`src/rtl/clkrst_gen_if.sv`:
```
`timescale 1ns / 1ps
`default_nettype none
// ============================================================================
// Module      : clkrst_gen_if
// Description : Divisor programming bus for clkrst_gen.
//               div_wr  - write strobe for div_val (master -> slave)
//               div_val - new divisor, N-1 (master -> slave)
//               div_cur - divisor currently in effect (slave -> master)
// Revision    : 1.0 - initial release
// ============================================================================
interface clkrst_gen_if #(
    parameter int DIVW = 8
) ();
    logic            div_wr;
    logic [DIVW-1:0] div_val;
    logic [DIVW-1:0] div_cur;

    modport master (
        output div_wr,
        output div_val,
        input  div_cur
    );

    modport slave (
        input  div_wr,
        input  div_val,
        output div_cur
    );
endinterface
`default_nettype wire

```
`src/rtl/clkrst_gen.sv`:
```
`timescale 1ns / 1ps
`default_nettype none
// ============================================================================
// Module      : clkrst_gen
// Description : Programmable clock-enable / square-wave divider, debounced
//               reset button and stretched system reset for FPGA board tops.
//               Divide ratio N = div_cur + 1. All outputs are registered.
// Ports       : clk            - oscillator clock, all logic on posedge
//               power_on_reset - synchronous active-high reset
//               btn_n          - raw asynchronous button, low = pressed
//               div_bus        - divisor bus (div_wr, div_val, div_cur)
//               clk_en         - one-cycle pulse every N clk cycles
//               clk_out        - square wave toggling on every clk_en
//               btn_pressed    - debounced button level, 1 = pressed
//               btn_event      - one-cycle pulse on debounced press
//               system_reset   - reset stretched to the divided clock
// Revision    : 1.0 - initial release
// ============================================================================
module clkrst_gen #(
    parameter int DIVW       = 8,
    parameter int DIV_INIT   = 1,
    parameter int DEBOUNCE   = 16,
    parameter int RESET_HOLD = 8
) (
    input  logic         clk,
    input  logic         power_on_reset,
    input  logic         btn_n,
    clkrst_gen_if.slave  div_bus,
    output logic         clk_en,
    output logic         clk_out,
    output logic         btn_pressed,
    output logic         btn_event,
    output logic         system_reset
);

    localparam logic [DIVW-1:0] c_DIV_INIT  = DIVW'(DIV_INIT);
    localparam int              c_DBW       = $clog2(DEBOUNCE);
    localparam logic [c_DBW-1:0] c_DB_LAST  = c_DBW'(DEBOUNCE - 1);
    localparam int              c_HW        = $clog2(RESET_HOLD + 1);
    localparam logic [c_HW-1:0] c_HOLD_INIT = c_HW'(RESET_HOLD);
    localparam logic [c_HW-1:0] c_HOLD_ONE  = c_HW'(1);

    // ------------------------------------------------------------------
    // Divider
    // ------------------------------------------------------------------
    logic [DIVW-1:0] r_cnt;
    logic [DIVW-1:0] r_div_cur;
    logic [DIVW-1:0] r_div_pend;
    logic            r_pend_vld;
    logic            r_clk_en;
    logic            r_clk_out;
    logic            w_tick;

    // Terminal count. r_cnt never exceeds r_div_cur because the divisor only
    // changes on this same edge, when r_cnt restarts from zero.
    assign w_tick = (r_cnt == r_div_cur);

    always_ff @(posedge clk) begin
        if (power_on_reset) begin
            r_cnt      <= '0;
            r_div_cur  <= c_DIV_INIT;
            r_div_pend <= '0;
            r_pend_vld <= 1'b0;
            r_clk_en   <= 1'b0;
            r_clk_out  <= 1'b0;
        end else begin
            if (w_tick) begin
                r_cnt     <= '0;
                r_clk_en  <= 1'b1;
                r_clk_out <= ~r_clk_out;
                // Swap divisors only at a period boundary so no runt period
                // is ever produced.
                if (r_pend_vld) begin
                    r_div_cur  <= r_div_pend;
                    r_pend_vld <= 1'b0;
                end
            end else begin
                r_cnt    <= r_cnt + DIVW'(1);
                r_clk_en <= 1'b0;
            end
            // Placed last so a write on a boundary edge survives the clear
            // above and is applied at the following boundary.
            if (div_bus.div_wr) begin
                r_div_pend <= div_bus.div_val;
                r_pend_vld <= 1'b1;
            end
        end
    end

    // ------------------------------------------------------------------
    // Button synchroniser and debouncer
    // ------------------------------------------------------------------
    logic             r_sync1;
    logic             r_sync2;
    logic             r_btn_pressed;
    logic             r_btn_event;
    logic [c_DBW-1:0] r_db_cnt;
    logic             w_btn_now;

    assign w_btn_now = ~r_sync2;

    always_ff @(posedge clk) begin
        if (power_on_reset) begin
            r_sync1       <= 1'b1;
            r_sync2       <= 1'b1;
            r_btn_pressed <= 1'b0;
            r_btn_event   <= 1'b0;
            r_db_cnt      <= '0;
        end else begin
            r_sync1     <= btn_n;
            r_sync2     <= r_sync1;
            r_btn_event <= 1'b0;
            // For a single bit, "changed while differing" means "now equal
            // to the accepted state", so one compare restarts the count.
            if (w_btn_now == r_btn_pressed) begin
                r_db_cnt <= '0;
            end else if (r_db_cnt == c_DB_LAST) begin
                r_db_cnt      <= '0;
                r_btn_pressed <= w_btn_now;
                r_btn_event   <= w_btn_now;   // press edge only, never release
            end else begin
                r_db_cnt <= r_db_cnt + c_DBW'(1);
            end
        end
    end

    // ------------------------------------------------------------------
    // Reset stretcher
    // ------------------------------------------------------------------
    logic            r_sys_rst;
    logic [c_HW-1:0] r_hold;

    always_ff @(posedge clk) begin
        if (power_on_reset || r_btn_pressed) begin
            r_sys_rst <= 1'b1;
            r_hold    <= c_HOLD_INIT;
        end else if (w_tick && (r_hold != '0)) begin
            // Counting on w_tick makes the release edge coincide with the
            // rising edge of clk_en.
            r_hold <= r_hold - c_HOLD_ONE;
            if (r_hold == c_HOLD_ONE) begin
                r_sys_rst <= 1'b0;
            end
        end
    end

    // ------------------------------------------------------------------
    // Outputs
    // ------------------------------------------------------------------
    assign div_bus.div_cur = r_div_cur;
    assign clk_en          = r_clk_en;
    assign clk_out         = r_clk_out;
    assign btn_pressed     = r_btn_pressed;
    assign btn_event       = r_btn_event;
    assign system_reset    = r_sys_rst;

endmodule
`default_nettype wire

```
`src/flat_wrapper.sv`:
```
// flat-port wrapper written by rule: the top's interface ports become plain ports
module clkrst_gen_flat 
#(
    parameter int DIVW       = 8,
    parameter int DIV_INIT   = 1,
    parameter int DEBOUNCE   = 16,
    parameter int RESET_HOLD = 8
)
  (clk, power_on_reset, btn_n, clk_en, clk_out, btn_pressed, btn_event, system_reset, div_bus_div_wr, div_bus_div_val, div_bus_div_cur);
  clkrst_gen_if #(.DIVW(DIVW)) div_bus_i ();
  input  logic clk;
  input  logic power_on_reset;
  input  logic btn_n;
  output logic clk_en;
  output logic clk_out;
  output logic btn_pressed;
  output logic btn_event;
  output logic system_reset;
  input wire logic [$bits(div_bus_i.div_wr)-1:0] div_bus_div_wr;
  input wire logic [$bits(div_bus_i.div_val)-1:0] div_bus_div_val;
  output wire logic [$bits(div_bus_i.div_cur)-1:0] div_bus_div_cur;
  assign div_bus_i.div_wr = div_bus_div_wr;
  assign div_bus_i.div_val = div_bus_div_val;
  assign div_bus_div_cur = div_bus_i.div_cur;
  clkrst_gen #(.DIVW(DIVW), .DIV_INIT(DIV_INIT), .DEBOUNCE(DEBOUNCE), .RESET_HOLD(RESET_HOLD)) u_core (.clk(clk), .power_on_reset(power_on_reset), .btn_n(btn_n), .div_bus(div_bus_i), .clk_en(clk_en), .clk_out(clk_out), .btn_pressed(btn_pressed), .btn_event(btn_event), .system_reset(system_reset));
endmodule
```
`config.mk`:
```
export PLATFORM = sky130hd
export DESIGN_NAME = clkrst_gen_flat
export DESIGN_NICKNAME = d
export VERILOG_FILES = /design/src/rtl/clkrst_gen_if.sv /design/src/rtl/clkrst_gen.sv /design/src/flat_wrapper.sv
export SDC_FILE = /design/constraint.sdc
export NUM_CORES = 1
export LEC_CHECK = 0
export ABC_CLOCK_PERIOD_IN_PS = 1800
export CORE_MARGIN = 2
export CORE_UTILIZATION = 23
export CTS_BUF_LIST = sky130_fd_sc_hd__clkbuf_2 sky130_fd_sc_hd__clkbuf_4 sky130_fd_sc_hd__clkbuf_8
export DETAILED_ROUTE_END_ITERATION = 16
export MAX_ROUTING_LAYER = met4
export PLACE_DENSITY_LB_ADDON = 0.15
export SYNTH_ARGS = -nofsm -noshare
export SYNTH_HDL_FRONTEND = slang
export SYNTH_SLANG_ARGS = --single-unit
```
`constraint.sdc`:
```
create_clock -name clk -period 1.8 [get_ports clk]
set_input_delay 0.27 -clock clk [delete_from_list [all_inputs] [get_ports clk]]
set_output_delay 0.27 -clock clk [all_outputs]
set_load 0.1 [all_outputs]
```
# ---- Word level (Yosys, flattened, before mapping)
# Index checks and enable logic that the tools add are counted.
dict set report totals {
  register_bits 40
  word_cells 37
  inputBits 12
}
dict set report op_classes {
  n_bitwise 4
  reduce_logical 10
  add_sub_neg 3
  n_eq_ne 4
  muxes 3
}
# cell count
set op_table {}
lappend op_table {{adder 8 x 1 -> 8 bit, second input constant} 1}
lappend op_table {{equality test 8 bit} 1}
lappend op_table {{AND reduction 2 bit} 3}
lappend op_table {{OR reduction 3 bit} 2}
lappend op_table {{adder 4 x 1 -> 4 bit, second input constant} 1}
lappend op_table {{equality test 4 x 1 -> 1 bit, second input constant} 1}
lappend op_table {{equality test 4 bit, second input constant} 1}
lappend op_table {{NOT 1 bit} 4}
lappend op_table {{nonzero test 4 bit} 1}
lappend op_table {{subtractor 4 x 1 -> 4 bit, second input constant} 1}
lappend op_table {{2-to-1 mux 1 bit} 3}
lappend op_table {{nonzero test 2 bit} 1}
lappend op_table {{OR reduction 2 bit} 1}
lappend op_table {{equality test 1 bit} 1}
lappend op_table {{logical AND 1 bit} 1}
lappend op_table {{logical OR 1 bit} 1}

# ---- Longest topological paths before layout
# Gate-level depths: netlist of run 1.
dict set report logic_depth {
  word_depth 4
  depth_mapped 6
}

# ---- Worst setup path after synthesis of run 1
# OpenSTA, ideal clock, no wires.
dict set report synth_path {
  path_kind {flip-flop to flip-flop}
  start {register u_core.r_div_cur[7], in the netlist u_core.div_bus.div_cur[7]}
  end {register u_core.r_sys_rst, in the netlist u_core.system_reset}
  arrival_time_ns 2.195
  n_path_buf 1
  setup_slack_ns -0.517
  path_stages_with_launch 7
  setup_time_ns 0.121
  required_time_ns 1.679
  period_less_slack_ns 2.317
  cell_sequence {dfxtp_1 -> xor2_1 -> nor4_2 -> and2_1 -> buf_4 -> nand4b_1 -> a211o_1}
}
dict set report synth_between {
  elab_chain_cells 3
}
# item line_no
set synth_rtl {}
lappend synth_rtl {{start: declaration} clkrst_gen.sv:47} ;# logic [DIVW-1:0] r_div_cur;
lappend synth_rtl {{start signal: assignment} clkrst_gen.sv:61} ;# r_div_cur <= c_DIV_INIT;
lappend synth_rtl {{start signal: assignment} clkrst_gen.sv:74} ;# r_div_cur <= r_div_pend;
lappend synth_rtl {{equality test 8 bit} clkrst_gen.sv:56} ;# assign w_tick = (r_cnt == r_div_cur);
lappend synth_rtl {{logical AND 1 bit} clkrst_gen.sv:137} ;# end else if (w_tick && (r_hold != '0)) begin
lappend synth_rtl {{AND reduction 2 bit (no source line)} -}
lappend synth_rtl {{end signal: assignment} clkrst_gen.sv:135} ;# r_sys_rst <= 1'b1;
lappend synth_rtl {{end signal: assignment} clkrst_gen.sv:142} ;# r_sys_rst <= 1'b0;
lappend synth_rtl {{end: declaration} clkrst_gen.sv:130} ;# logic r_sys_rst;
# Every way passes these cells.
# A chain may end at the register's enable or synchronous reset.

# ---- Worst setup path after layout of run 1
dict set report layout_path {
  start {register u_core.r_cnt[5]}
  end {register u_core.r_div_cur[0], in the netlist u_core.div_bus.div_cur[0]}
}
dict set report layout_between {
  elab_chain_cells 2
}
# item line_no
set layout_rtl {}
lappend layout_rtl {{start: declaration} clkrst_gen.sv:46} ;# logic [DIVW-1:0] r_cnt;
lappend layout_rtl {{start signal: assignment} clkrst_gen.sv:78} ;# r_cnt <= r_cnt + DIVW'(1);
lappend layout_rtl {{equality test 8 bit} clkrst_gen.sv:56}
lappend layout_rtl {{AND reduction 2 bit (no source line)} -}
# Every way passes these cells.

==> flow_metrics.env, run 1 <==
export IMPL_min_delay_path_depth=1
export IMPL_yosysWarnings=0
export IMPL_hp_class="reg2reg"
export IMPL_place_hpwl_mm=2.43
export IMPL_synth_largest_area_cell="dfxtp_1"
export IMPL_worst_pin_slew_ns=0.519
export IMPL_maxClockFrequency_mhz=598
export IMPL_syn_avg_cell_area_sq_um=9.41
export IMPL_num_vias=1150
export IMPL_die_h_um=86.9
export IMPL_p_comb_share_pct=37.3
export IMPL_synth_area_top_cells="dfxtp_1 51%, xor2_1 8.3%, nor2_1 6.4%"
export IMPL_die_w_um=86.9
export IMPL_slew_violations=0
export IMPL_synth_commonest_cells="40 x dfxtp_1, 27 x nor2_1, 15 x nand3_1, 15 x xor2_1, 11 x nand2_1"
export IMPL_crit_fanout=9
export IMPL_ant_nets=0
export IMPL_io_buffers=24
export IMPL_fin_area_sq_mm=0.00205
export IMPL_ir_drop_mv=0.489
export IMPL_routed_wl_met3_um=126
export IMPL_cp_end_kind="flip-flop"
export IMPL_hold_ws_ns=0.414
export IMPL_seqPwrFrac_pct=40.6
export IMPL_ff_latch_area_sq_um=831
export IMPL_cp_required_ns=1.97
export IMPL_coreArea_sq_mm=0.00672
export IMPL_num_antenna_cells=0
export IMPL_critPathKind="reg2reg"
export IMPL_drt_iter0_markers=22
export IMPL_ctsRootBufferMaster="clkbuf_8"
export IMPL_remaining_drc_errors=0
export IMPL_switching_share_pct=38.7
export IMPL_grt_use_total_pct=9.83
export IMPL_wl_mm=3.35
export IMPL_p_switching_mw=1.04
export IMPL_numCtsBuffers=5
export IMPL_multi_input_area_sq_um=743
export IMPL_yosysMostFrequentCell="dfxtp_1"
export IMPL_fin_util_pct=30.5
export IMPL_routedWlPerCell_um=12.0
export IMPL_post_drt_via_cell_ratio=4.14
export IMPL_rsz0062_at_grt="true"
export IMPL_drt_met1_wl_mm=1.70
export IMPL_power_share_clock_pct=22.1
export IMPL_period_minus_slack_ns=1.67
export IMPL_setup_violations_final=0
export IMPL_place_area_sq_mm=0.00195
export IMPL_critPathLaunchType="flip-flop"
export IMPL_synth_nets=184
export IMPL_cts_buffer_depth=2
export IMPL_nets=213
export IMPL_r2r_cells=5
export IMPL_grt_pass1_wl_mm=5.34
export IMPL_syn_area_sq_mm=0.00158
export IMPL_path_clk_slew_ns=0.08
export IMPL_leakage_nw=0.847
export IMPL_hold_viol=0
export IMPL_grt_pass1_vias=1035
export IMPL_fin_crit_sh_pct=93.0
export IMPL_final_layout_size_suffix_gt1_share_pct=19.2
export IMPL_syn_inst=168
export IMPL_cts_num_sinks=40
export IMPL_tritoncts="yes"
export IMPL_gp_congestion=0.705
export IMPL_p_int_mw=1.65
export IMPL_syn_to_final_growth_pct=29.5
export IMPL_start_util_pct=23.5
export IMPL_clk_latency_ns=0.30
export IMPL_slew_headroom_pct=65.3
export IMPL_critPathArrivalTime_ns=1.85
export IMPL_cts_htree_levels=2
export IMPL_synthDistinctLibCells=28
export IMPL_top_layer="met4"
export IMPL_dr_pass1_iters=4
export IMPL_netlist_area_leader_share_pct=50.7
export IMPL_finalClockSkew_ns=0.00448
export IMPL_num_io_pins=25
export IMPL_die_area_sq_mm=0.00755
export IMPL_nFillCells=701
export IMPL_ys_seq_elements=40
export IMPL_synth_ff_type="dfxtp_1"
export IMPL_status="finished clean"
export IMPL_drv_cap=0
export IMPL_synthArstFlopShare_pct=0
export IMPL_ctsHoldBuffers=0
export IMPL_wl_met2_mm=1.45
export IMPL_grt_max_degree=24
export IMPL_grt_antenna_before_repair=0
export IMPL_row_count=30
export IMPL_yosysSeqAreaShare_pct=50.7
export IMPL_p_per_area_mw_per_mm2=1310
export IMPL_synth_edf_count=0
export IMPL_grt_ovfl_total=0
==> timing repair <==
action	in CTS	in global routing
setup endpoints to repair	0	7
buffers inserted	0	0
resized for setup	0	1
==> metrics by stage <==
| step | setup slack, ns | total power [mW] | setup TNS [ns] | cells |
|---|---|---|---|---|
| after floorplan | 0.0254 | 1.81 | 0 | 168 |
| after global placement | 0.0876 | 2.11 | 0 | 270 |
| after detailed placement | 0.0824 | 2.10 | 0 | 270 |
| after CTS | 0.0681 | 2.71 | 0 | 278 |
| after global routing | -0.00924 | 2.87 | -0.00924 | 278 |
| final | 0.127 | 2.69 | 0 | 278 |
==> final timing paths <==
check	from	endpoint	slack [ns]
setup / recovery	u_core.r_cnt[5]	u_core.div_bus.div_cur[0]	0.13
hold / removal	u_core.r_sync1	u_core.r_sync2	0.41
setup reg to reg	u_core.r_cnt[5]	u_core.div_bus.div_cur[0]	0.13
hold reg to reg	u_core.r_sync1	u_core.r_sync2	0.41
==> layout by cell type (no fill, tap or decap), types with 2 or more instances in the layout <==
cell type        synthesis  routed
ha_1                     4       4
nand3_1                 15      15
nand2_1                 11      11
and3_1                   3       3
clkinvlp_4               0       2
xnor2_1                  4       4
buf_12                   0       2
buf_4                    1      16
xor2_1                  15      15
clkdlybuf4s50_1          0      11
nand3b_1                 2       2
dfxtp_4                  0       8
dfxtp_1                 40      32
nor2_1                  27      27
or2_2                    2       2
a21oi_1                  9       9
mux2i_1                  9       9
clkbuf_8                 0       5
or3_1                    2       2
inv_1                    4       4
nor3_1                   3       3
==> state kept, by name, summed over array words and instances, names as in the netlist <==
register	flops
u_core.btn_event	1
u_core.btn_pressed	1
u_core.clk_en	1
u_core.clk_out	1
u_core.div_bus.div_cur	8
u_core.r_cnt	8
u_core.r_db_cnt	4
u_core.r_div_pend	8
u_core.r_hold	4
u_core.r_pend_vld	1
u_core.r_sync1	1
u_core.r_sync2	1
u_core.system_reset	1
==> metal layers <==
| metal | GRT usage, % | vias up |
|---|---|---|
| li1 | - | 620 |
| met1 | 13.0 | 510 |
| met3 | 3.22 | 6 |
| met2 | 13.7 | 14 |
| met5 | - | - |
| met4 | 4.26 | 0 |
==> cell families (layout without fill, tap and decap cells) <==
family	count (synthesis)	in the layout	share of synthesized area [%]
muxes	9	9	5.70
xor gates and xnor gates	19	19	10.5
AOI/OAI and AO/OA	13	13	4.75
buffers and inverters	11	41	2.85
DFF	40	40	50.7
adders and majority gates	4	4	3.17
and+or+nand+nor	72	72	22.3
==> layout make-up <==
class / count / area share (%)
clock buffers: 5 / 3.36
clock inverters: 3 / 0.917
inverters: 4 / 0.733
multi-input cells: 117 / 36.3
flip-flops and latches: 40 / 40.6
well taps: 80 / 4.89
repair buffers: 29 / 13.2
==> critical path: stages, from the launching register on <==
cell and delay (ns):
dfxtp_1 0.36, xor2_1 0.18, nor4_2 0.40, nand3_1 0.33, nor3_1 0.23, a21oi_1 0.06
==> power by group through the flow <==
| stage | Clock [mW] | Sequential (mW) | Combinational, mW |
|---|---|---|---|
| after floorplan | 0 | 1.31 | 0.500 |
| after CTS | 0.622 | 1.09 | 0.997 |
| after detailed placement | 0 | 1.11 | 0.991 |
| after global routing | 0.670 | 1.11 | 1.09 |
| after global placement | 0 | 1.11 | 0.993 |
| final | 0.594 | 1.09 | 1.00 |
Note: power is estimated with default switching activity, not from simulation.
==> run 2, diff against run 1 <==
SKIP_LAST_GASP = 1   (was default)
==> results of run 2 <==
Final layout, timing and power as in run 1 (identical DEF).
==> run 3, diff against run 2 <==
REMOVE_ABC_BUFFERS = 1   (was default)
==> run 3 against run 2 <==
Clock-buffer cell count is 2 higher. Core utilization is 2.7 points higher. Die area stayed put. Critical endpoint is now u_core.system_reset. Clock power is 6.6% higher. Highest routed layer unchanged. First-iteration DRC count is 130% higher. Power is 4.2% higher. Wire length is 0.63% higher. Via count is 3.5% higher. Register-to-register slack better by 0.04 ns. Flip-flop and latch count stayed put. Hold slack hardly changed.
==> flow_metrics.env, run 3 (synthesis gave the netlist of run 1 again) <==
export IMPL_worst_pin_slew_ns=0.374
export IMPL_grt_pass1_vias=1212
export IMPL_maxClockFrequency_mhz=612
export IMPL_rsz0062_at_grt="false"
export IMPL_num_vias=1190
export IMPL_clk_latency_ns=0.28
export IMPL_start_util_pct=23.5
export IMPL_r2r_cells=6
export IMPL_critPathBufInv=1
export IMPL_grt_antenna_before_repair=0
export IMPL_grt_use_met2_pct=15.4
export IMPL_ff_latch_area_sq_um=801
export IMPL_r2r_slack_ns=0.17
export IMPL_hold_path_startpoint="u_core.r_sync1"
export IMPL_drv_cap=0
export IMPL_row_count=30
export IMPL_ir_drop_mv=0.366
export IMPL_wl_mm=3.37
export IMPL_num_io_pins=25
export IMPL_tritoncts="yes"
export IMPL_setup_violations_final=0
export IMPL_status="finished clean"
export IMPL_cp_slowest_cell="dfxtp_1"
export IMPL_fin_crit_sh_pct=90.8
export IMPL_routedWlPerCell_um=11.6
export IMPL_finalClockSkew_ns=0.00299
export IMPL_layout_common_cells="40 x dfxtp_1, 27 x nor2_1, 20 x buf_4"
export IMPL_grt_use_total_pct=10.2
export IMPL_gp_congestion=0.691
export IMPL_ant_nets=0
export IMPL_die_w_um=86.9
export IMPL_final_layout_size_suffix_gt1_share_pct=21.0
export IMPL_critPathMaxStageDelay_ns=0.33
export IMPL_grt_ovfl_total=0
export IMPL_post_drt_via_cell_ratio=4.10
export IMPL_hold_end="u_core.r_sync2"
export IMPL_slew_headroom_pct=75.1
export IMPL_numCtsBuffers=5
export IMPL_cp_end_kind="flip-flop"
export IMPL_coreArea_sq_mm=0.00672
export IMPL_nFillCells=700
export IMPL_slew_violations=0
export IMPL_remaining_drc_errors=0
export IMPL_place_hpwl_mm=2.48
export IMPL_die_area_sq_mm=0.00755
export IMPL_grt_util_met3_pct=2.56
export IMPL_dr_pass1_iters=4
export IMPL_cts_buffer_depth=2
export IMPL_grt_pass1_wl_mm=5.71
export IMPL_cts_htree_levels=2
export IMPL_final_common_cell="dfxtp_1"
export IMPL_die_h_um=86.9
export IMPL_critPathKind="reg2reg"
export IMPL_ctsHoldBuffers=0
export IMPL_path_clk_slew_ns=0.07
export IMPL_drt_iter0_markers=50
export IMPL_critPathArrivalTime_ns=1.81
export IMPL_crit_chain="xor2_1, nor4_2, buf_4, and2_4, nand4b_1, a211o_1"
export IMPL_hold_viol=0
export IMPL_num_antenna_cells=0
export IMPL_rr_startpoint="u_core.div_bus.div_cur[0]"
export IMPL_hold_ws_ns=0.414
export IMPL_multi_input_area_sq_um=737
export IMPL_min_delay_path_depth=1
export IMPL_cpLargestDelayFamily="simple AND/OR/NAND/NOR gates"
export IMPL_ctsRootBufferMaster="clkbuf_8"
export IMPL_grt_max_degree=30
export IMPL_nets=226
export IMPL_p_per_area_mw_per_mm2=1260
export IMPL_io_buffers=24
export IMPL_cts_num_sinks=40
export IMPL_syn_to_final_growth_pct=41.1
export IMPL_top_usage_layer="met2"
export IMPL_critPathLaunchType="flip-flop"
export IMPL_r2r_end="u_core.system_reset"
export IMPL_cp_required_ns=1.98
export IMPL_grt_util_met1_pct=12.9
export IMPL_crit_fanout=3
export IMPL_period_minus_slack_ns=1.63
export IMPL_hp_class="reg2reg"
export IMPL_fin_util_pct=33.2
export IMPL_leakage_nw=0.952
## run 3: worst max-delay path by stage
stage	from	end	slack (ns)	cells after the start
after floorplan	u_core.div_bus.div_cur[7]	u_core.system_reset	-0.57	5
after global placement	u_core.r_cnt[3]	u_core.system_reset	0.16	6
after detailed placement	u_core.r_cnt[3]	u_core.system_reset	0.13	6
after CTS	u_core.r_cnt[3]	u_core.system_reset	0.12	6
after global routing	u_core.div_bus.div_cur[0]	u_core.r_cnt[7]	0.03	6
final	u_core.div_bus.div_cur[0]	u_core.system_reset	0.17	6
## run 3: stage by stage
step	std cells	TNS [ns]	power [mW]	worst slack (ns)	area, sq um
global route	290	0	3.00	0.0335	2230
finish	290	0	2.80	0.166	2230
global placement	283	0	2.19	0.157	2130
detailed placement	283	0	2.18	0.129	2130
floorplan	161	-6.76	1.75	-0.572	1550
CTS	290	0	2.83	0.116	2230
## run 3: worst reg2reg max path, delay by kind of cell, from the launching register on
family                    cells  cell delay, ns
AOI/OAI and AO/OA             1            0.29
xor gates and xnor gates      1            0.18
buffers and inverters         1            0.17
DFF                           1            0.33
and+or+nand+nor               3            0.56
## run 3: where the power goes
group | switching (mW) | internal (mW) | leakage [nW]
Combinational | 0.630 | 0.463 | 0.575
Sequential | 0.0726 | 1.00 | 0.326
Clock | 0.292 | 0.341 | 0.0503
Total | 0.994 | 1.80 | 0.952
## run 3: per-layer routing
metal | vias to the layer above | part of all wire [%]
li1 | 641 | -
met5 | - | 0
met2 | 15 | 45
met3 | 5 | 2.8
met4 | 0 | 1.4
met1 | 529 | 51
## run 3: layout make-up
class                           instances  area share (%)
Clock buffer                            7            4.32
Inverter                                4           0.673
Multi-Input combinational cell        117            33.1
Sequential cell                        40            35.9
Tap cell                               80            4.49
Timing Repair Buffer                   42            21.5
## run 3: what timing repair did
action,4_1_cts,5_1_grt
setup endpoints to repair,0,1
buffers inserted,0,0
resized for setup,0,1
